<file path="src/rtl/level_clk_sel.sv">
// level_clk_sel
// -------------------------------------------------------------------------
// Selectable-rate tick generator. Each speed level k divides the clock by
// DIV(k) = BASE_DIV >> k, with a floor of 2. The tick CLKHZ is a registered,
// one-cycle pulse. A new speed level takes effect only when the period
// counter wraps, so a running period is never cut short. When the generator
// is disabled or restarted, the level loads at once.
//
// Optional feature (macro LEVEL_CLK_SQUARE_EN):
//   Adds output CLK_SQ. It toggles on every tick and gives a 50% duty
//   square wave with a period of 2*DIV. It holds while en=0 and clears on
//   clr. Without the macro, neither the port nor its register exists.
//
// Parameters:
//   NUM_LEVELS  number of speed levels (2..16)
//   BASE_DIV    level-0 tick period in clock cycles
//   CNT_W       counter width; must hold BASE_DIV-1
//   LEVEL_W     derived: max(1, ceil(log2(NUM_LEVELS)))
//
// Ports:
//   clock      in   rising-edge clock
//   reset      in   asynchronous active-low reset
//   en         in   tick generation enable
//   clr        in   synchronous period restart (priority over en)
//   level      in   requested speed level (clamped to NUM_LEVELS-1)
//   CLKHZ      out  registered one-cycle tick pulse
//   level_cur  out  level currently in force
//   pend       out  requested (clamped) level differs from level_cur
//   CLK_SQ     out  square wave (only with LEVEL_CLK_SQUARE_EN)
// -------------------------------------------------------------------------
module level_clk_sel #(
    parameter int NUM_LEVELS = 4,
    parameter int BASE_DIV   = 50000000,
    parameter int CNT_W      = 26,
    localparam int LEVEL_W   = (NUM_LEVELS <= 2) ? 1 : $clog2(NUM_LEVELS)
) (
    input  logic               clock,
    input  logic               reset,
    input  logic               en,
    input  logic               clr,
    input  logic [LEVEL_W-1:0] level,
    output logic               CLKHZ,
    output logic [LEVEL_W-1:0] level_cur,
    output logic               pend
`ifdef LEVEL_CLK_SQUARE_EN
    ,
    output logic               CLK_SQ
`endif
);

    logic [CNT_W-1:0]   r_cnt;
    logic [LEVEL_W-1:0] r_level_cur;
    logic               r_clkhz;
    logic [LEVEL_W-1:0] w_level_clamped;
    logic [CNT_W-1:0]   w_div_m1;
    logic               w_wrap;

    // Terminal count DIV(k)-1 for level k. The floor of 2 keeps every
    // period at least two cycles, so a tick is always a single-cycle pulse.
    function automatic logic [CNT_W-1:0] div_m1_of(input logic [LEVEL_W-1:0] k);
        logic [31:0] d;
        d = 32'(BASE_DIV) >> k;
        if (d < 32'd2) begin
            d = 32'd2;
        end
        return CNT_W'(d - 32'd1);
    endfunction

    // Clamp out-of-range requests before any use, including pend.
    always_comb begin
        w_level_clamped = level;
        if (level > LEVEL_W'(NUM_LEVELS - 1)) begin
            w_level_clamped = LEVEL_W'(NUM_LEVELS - 1);
        end
    end

    assign w_div_m1 = div_m1_of(r_level_cur);
    assign w_wrap   = en && !clr && (r_cnt == w_div_m1);

    // Precedence: clr, then en=0, then wrap, then count. level_cur changes
    // only at a wrap or while stopped or restarting.
    always_ff @(posedge clock or negedge reset) begin
        if (!reset) begin
            r_cnt       <= '0;
            r_level_cur <= '0;
            r_clkhz     <= 1'b0;
        end else if (clr || !en) begin
            r_cnt       <= '0;
            r_level_cur <= w_level_clamped;
            r_clkhz     <= 1'b0;
        end else if (w_wrap) begin
            r_cnt       <= '0;
            r_level_cur <= w_level_clamped;
            r_clkhz     <= 1'b1;
        end else begin
            r_cnt       <= r_cnt + CNT_W'(1);
            r_clkhz     <= 1'b0;
        end
    end

    assign CLKHZ     = r_clkhz;
    assign level_cur = r_level_cur;
    assign pend      = (w_level_clamped != r_level_cur);

`ifdef LEVEL_CLK_SQUARE_EN
    logic r_sq;

    // Toggles on the same edge that raises CLKHZ. It holds while en=0.
    always_ff @(posedge clock or negedge reset) begin
        if (!reset) begin
            r_sq <= 1'b0;
        end else if (clr) begin
            r_sq <= 1'b0;
        end else if (w_wrap) begin
            r_sq <= ~r_sq;
        end
    end

    assign CLK_SQ = r_sq;
`endif

endmodule

</file>
<file path="config.mk">
export PLATFORM = sky130hd
export DESIGN_NAME = level_clk_sel
export DESIGN_NICKNAME = d
export VERILOG_FILES = /design/src/rtl/level_clk_sel.sv
export SDC_FILE = /design/constraint.sdc
export NUM_CORES = 1
export LEC_CHECK = 0
export CAP_MARGIN = 0
export CORE_UTILIZATION = 55
export CTS_CLUSTER_SIZE = 14
export DETAILED_ROUTE_END_ITERATION = 8
export PLACE_DENSITY = 0.83
export SLEW_MARGIN = 10
export SYNTH_ARGS = -nofsm -noshare
export SYNTH_HDL_FRONTEND = slang
export SYNTH_SLANG_ARGS = --single-unit
</file>
<file path="constraint.sdc">
create_clock -name clock -period 2.4 [get_ports clock]
set_input_delay 0.6 -clock clock [delete_from_list [all_inputs] [get_ports clock]]
set_output_delay 0.6 -clock clock [all_outputs]
set_load 0.02 [all_outputs]
</file>
==> summary.md <==
Run status
• status: finished with violations
• violations in the final reports: DRC

Final layout
• area added between synthesis and finish: 12.7%
• Util after Layout: 66.8%
• layout cell share with drive strength beyond 1: 9.14%
• Total Nets Final: 205
• Antenna Cells: 0

Logic synthesis
• Synth Area per Inst: 9.31 sq um
• compound-cell area share of the yosys netlist: 8.81%
• sequential-to-total area share from yosys stat: 43.3%
• main flop type after synthesis: sky130_fd_sc_hd__dfrtp_1
• post-synthesis cell area: 1680 sq um
• number of synthesized flops with an enable pin: 0
• instance count of the mapped netlist: 180
• multiplexer fraction of the synthesized cell area: 1.79%
• post-synthesis simple-gate area fraction: 25.7%
• net count after synthesis: 189
• async set or reset register ratio after synthesis: 100%
• unique cell type count in the Yosys netlist: 37
• Yosys warning count: 0
• xor/xnor share of the synthesized area: 14.1%
• combinational family with the most area after synthesis: simple AND/OR/NAND/NOR gates
• number of storage elements in the synthesis netlist: 29
• adder and majority cell fraction of the synthesized area: 2.24%

Worst setup path
• highest-delay cell along the critical path: sky130_fd_sc_hd__or4b_1
• sort of element at the start of the critical path: flop
• class of the most critical setup path: reg -> reg
• Cell Chain, Critical Path: or4b_1 > o22a_1 > o31a_1 > o311ai_4 > buf_4 > nor2_1
• largest stage delay on the critical path: 550 ps
• crit path max fanout: 17
• Setup crit end kind: flop
• Data arrival, critical path: 2480 ps
• data required time at the worst endpoint: 2610 ps

Min path
• worst min path class: reg -> reg

Power and ir drop
• P_leak: 0.760 nW
• Pwr per Cell Area: 488 nW/um^2
• Peak VDD IR: 0.368 mV

Detailed routing
• wire length after detailed routing: 3.32 mm
• number of DRC markers in iteration 0: 30
• post-DR wirelength/cell: 14.5 microns
• total iterations of the first detailed-routing run: 7
• post-detailed-route count of antenna-violating nets: 0
• total number of vias: 1329
• detailed-route DRC error count: 1
• vias per std cell: 5.83

Timing
• Slew HR: 68.7%
• final hold vios: 0
• setup repair after global routing missed its margin: no
• clk_skew: 9.44 ps
• smallest hold slack: 512 ps
• minimum period implied by the final worst setup slack: 2270 ps
• fraction of the cycle the final worst path needs: 94.6%
• setup total negative slack: 0 ps
• Finish-stage setup viols: 0
• Tightest Pin Transition: 466 ps
• fmax: 440 MHz
• Max Slew Vio Count: 0

Clock tree
• clock latency reported for the late side of the worst-skew pair: 330 ps
• CTS tree: built
• maximum level of the CTS H-tree: 2
• clock transition at the register clock pins on the worst setup and hold paths after CTS: 90 ps
• maximum buffer depth of the clock tree: 2
• Clock Sinks: 29
• number of buffers created by CTS: 5
• number of resized instances in the post-cts repair step: 1
• Setup Fix Bufs, Post-CTS: 0
• clock tree root driver cell: sky130_fd_sc_hd__clkbuf_4
• cts-stage hold buffer count: 0

Floorplan
• Core Region: 2830 sq um
• effective utilization at floorplan: 59.3%
• Die Y-Extent: 57.2 microns
• width of the die: 57.2 microns
• die outline area: 3270 sq um
• row count: 19
• boundary pin count: 10

Global routing
• GRT Util Overall: 23.3%
• via count of the first global-routing pass: 1321
• pin count of the biggest net entering global routing: 30
• total grt overflow: 0
• first-pass GRT wire length: 5.67 mm
• initial antenna violation count: 0

Flow run
• Max-Cap Viols: 0

Placed design
• total of buffers placed on input and output ports: 9
• HPWL reported at the end of detailed placement: 2.51 mm
• Placer Congestion: 0.843

synthesized netlist by cell type (5+ instances only):
library cell / number / area share, %
sky130_fd_sc_hd__nand3_1: 6 / 1.8
sky130_fd_sc_hd__nand4_1: 6 / 2.2
sky130_fd_sc_hd__nand2_1: 15 / 3.4
sky130_fd_sc_hd__dfrtp_1: 29 / 43
sky130_fd_sc_hd__nor3_1: 7 / 2.1
sky130_fd_sc_hd__nor2_1: 32 / 7.2
sky130_fd_sc_hd__xor2_1: 6 / 3.1
sky130_fd_sc_hd__xnor2_1: 21 / 11
sky130_fd_sc_hd__inv_1: 8 / 1.8
sky130_fd_sc_hd__and3_1: 5 / 1.9
final timing paths:
kind / from / end / slack, ps / cells after the start
max: level_cur[1] / r_cnt[20] / 130 / 6
min: r_cnt[0] / r_cnt[0] / 510 / 1
max reg2reg: level_cur[1] / r_cnt[20] / 130 / 6
min reg2reg: r_cnt[0] / r_cnt[0] / 510 / 1
max in group asynchronous: reset / r_cnt[2] / 1480 / 2
min in group asynchronous: reset / r_cnt[16] / 640 / 2
per-stage QoR:
step	std cells	worst slack, ps	area [sq um]	power (mW)
after floorplan	180	36.6	1680	0.557
after global placement	220	-15.7	1820	0.598
after detailed placement	220	-52.3	1820	0.601
after CTS	228	114	1890	0.937
after global routing	228	29.0	1890	0.966
final	228	129	1890	0.923
area by class of cell:
| cell class | count | area (sq um) |
|---|---|---|
| fillers | 229 | 940 |
| multi-input cells | 136 | 883 |
| flip-flops and latches | 29 | 726 |
| repair buffers | 16 | 141 |
| clock buffers | 7 | 65.1 |
| well taps | 31 | 38.8 |
| inverters | 8 | 30.0 |
| clock inverters | 1 | 5.00 |
per-layer routing:
metal	wire length, microns	track usage [%]
met1	1400	27.2
met4	57	10.5
met2	1680	40.2
met5	0	0
met3	177	6.12
power breakdown:
group / leakage [nW] / internal [mW] / switching (mW)
clock: 0.0413 / 0.169 / 0.165
sequential: 0.400 / 0.493 / 0.00779
combinational: 0.319 / 0.0421 / 0.0462
total: 0.760 / 0.704 / 0.219
cell usage in the layout, fill, tap and decap left out, types with 5 or more instances in the layout:
master and instances:
sky130_fd_sc_hd__nand3_1 6, sky130_fd_sc_hd__nand2_1 15, sky130_fd_sc_hd__clkdlybuf4s50_1 8, sky130_fd_sc_hd__inv_1 8, sky130_fd_sc_hd__buf_4 7, sky130_fd_sc_hd__and3_1 5
sky130_fd_sc_hd__dfrtp_1 29, sky130_fd_sc_hd__clkbuf_4 5, sky130_fd_sc_hd__xnor2_1 21, sky130_fd_sc_hd__nor2_1 32, sky130_fd_sc_hd__xor2_1 6, sky130_fd_sc_hd__nor3_1 7
sky130_fd_sc_hd__nand4_1 6
worst max-delay path, delay by kind of cell (launching register included):
kind                   cells  cell delay (ps)
AO/OA/AOI/OAI              3              740
buffers and inverters      1              290
flip-flops                 1              480
AND/OR/NAND/NOR            2              630
registers in the layout, summed over array words and instances, names as in the netlist:
signal and count:
CLKHZ 1, r_cnt 26, level_cur 2
kinds of logic after synthesis:
logic type      Yosys count
mux                       2
simple gates             87
xor+xnor                 27
fa+ha+maj                 3
flops                    29
buf+inv                  15
compound gates           17
(Power assumes the default switching activity.)
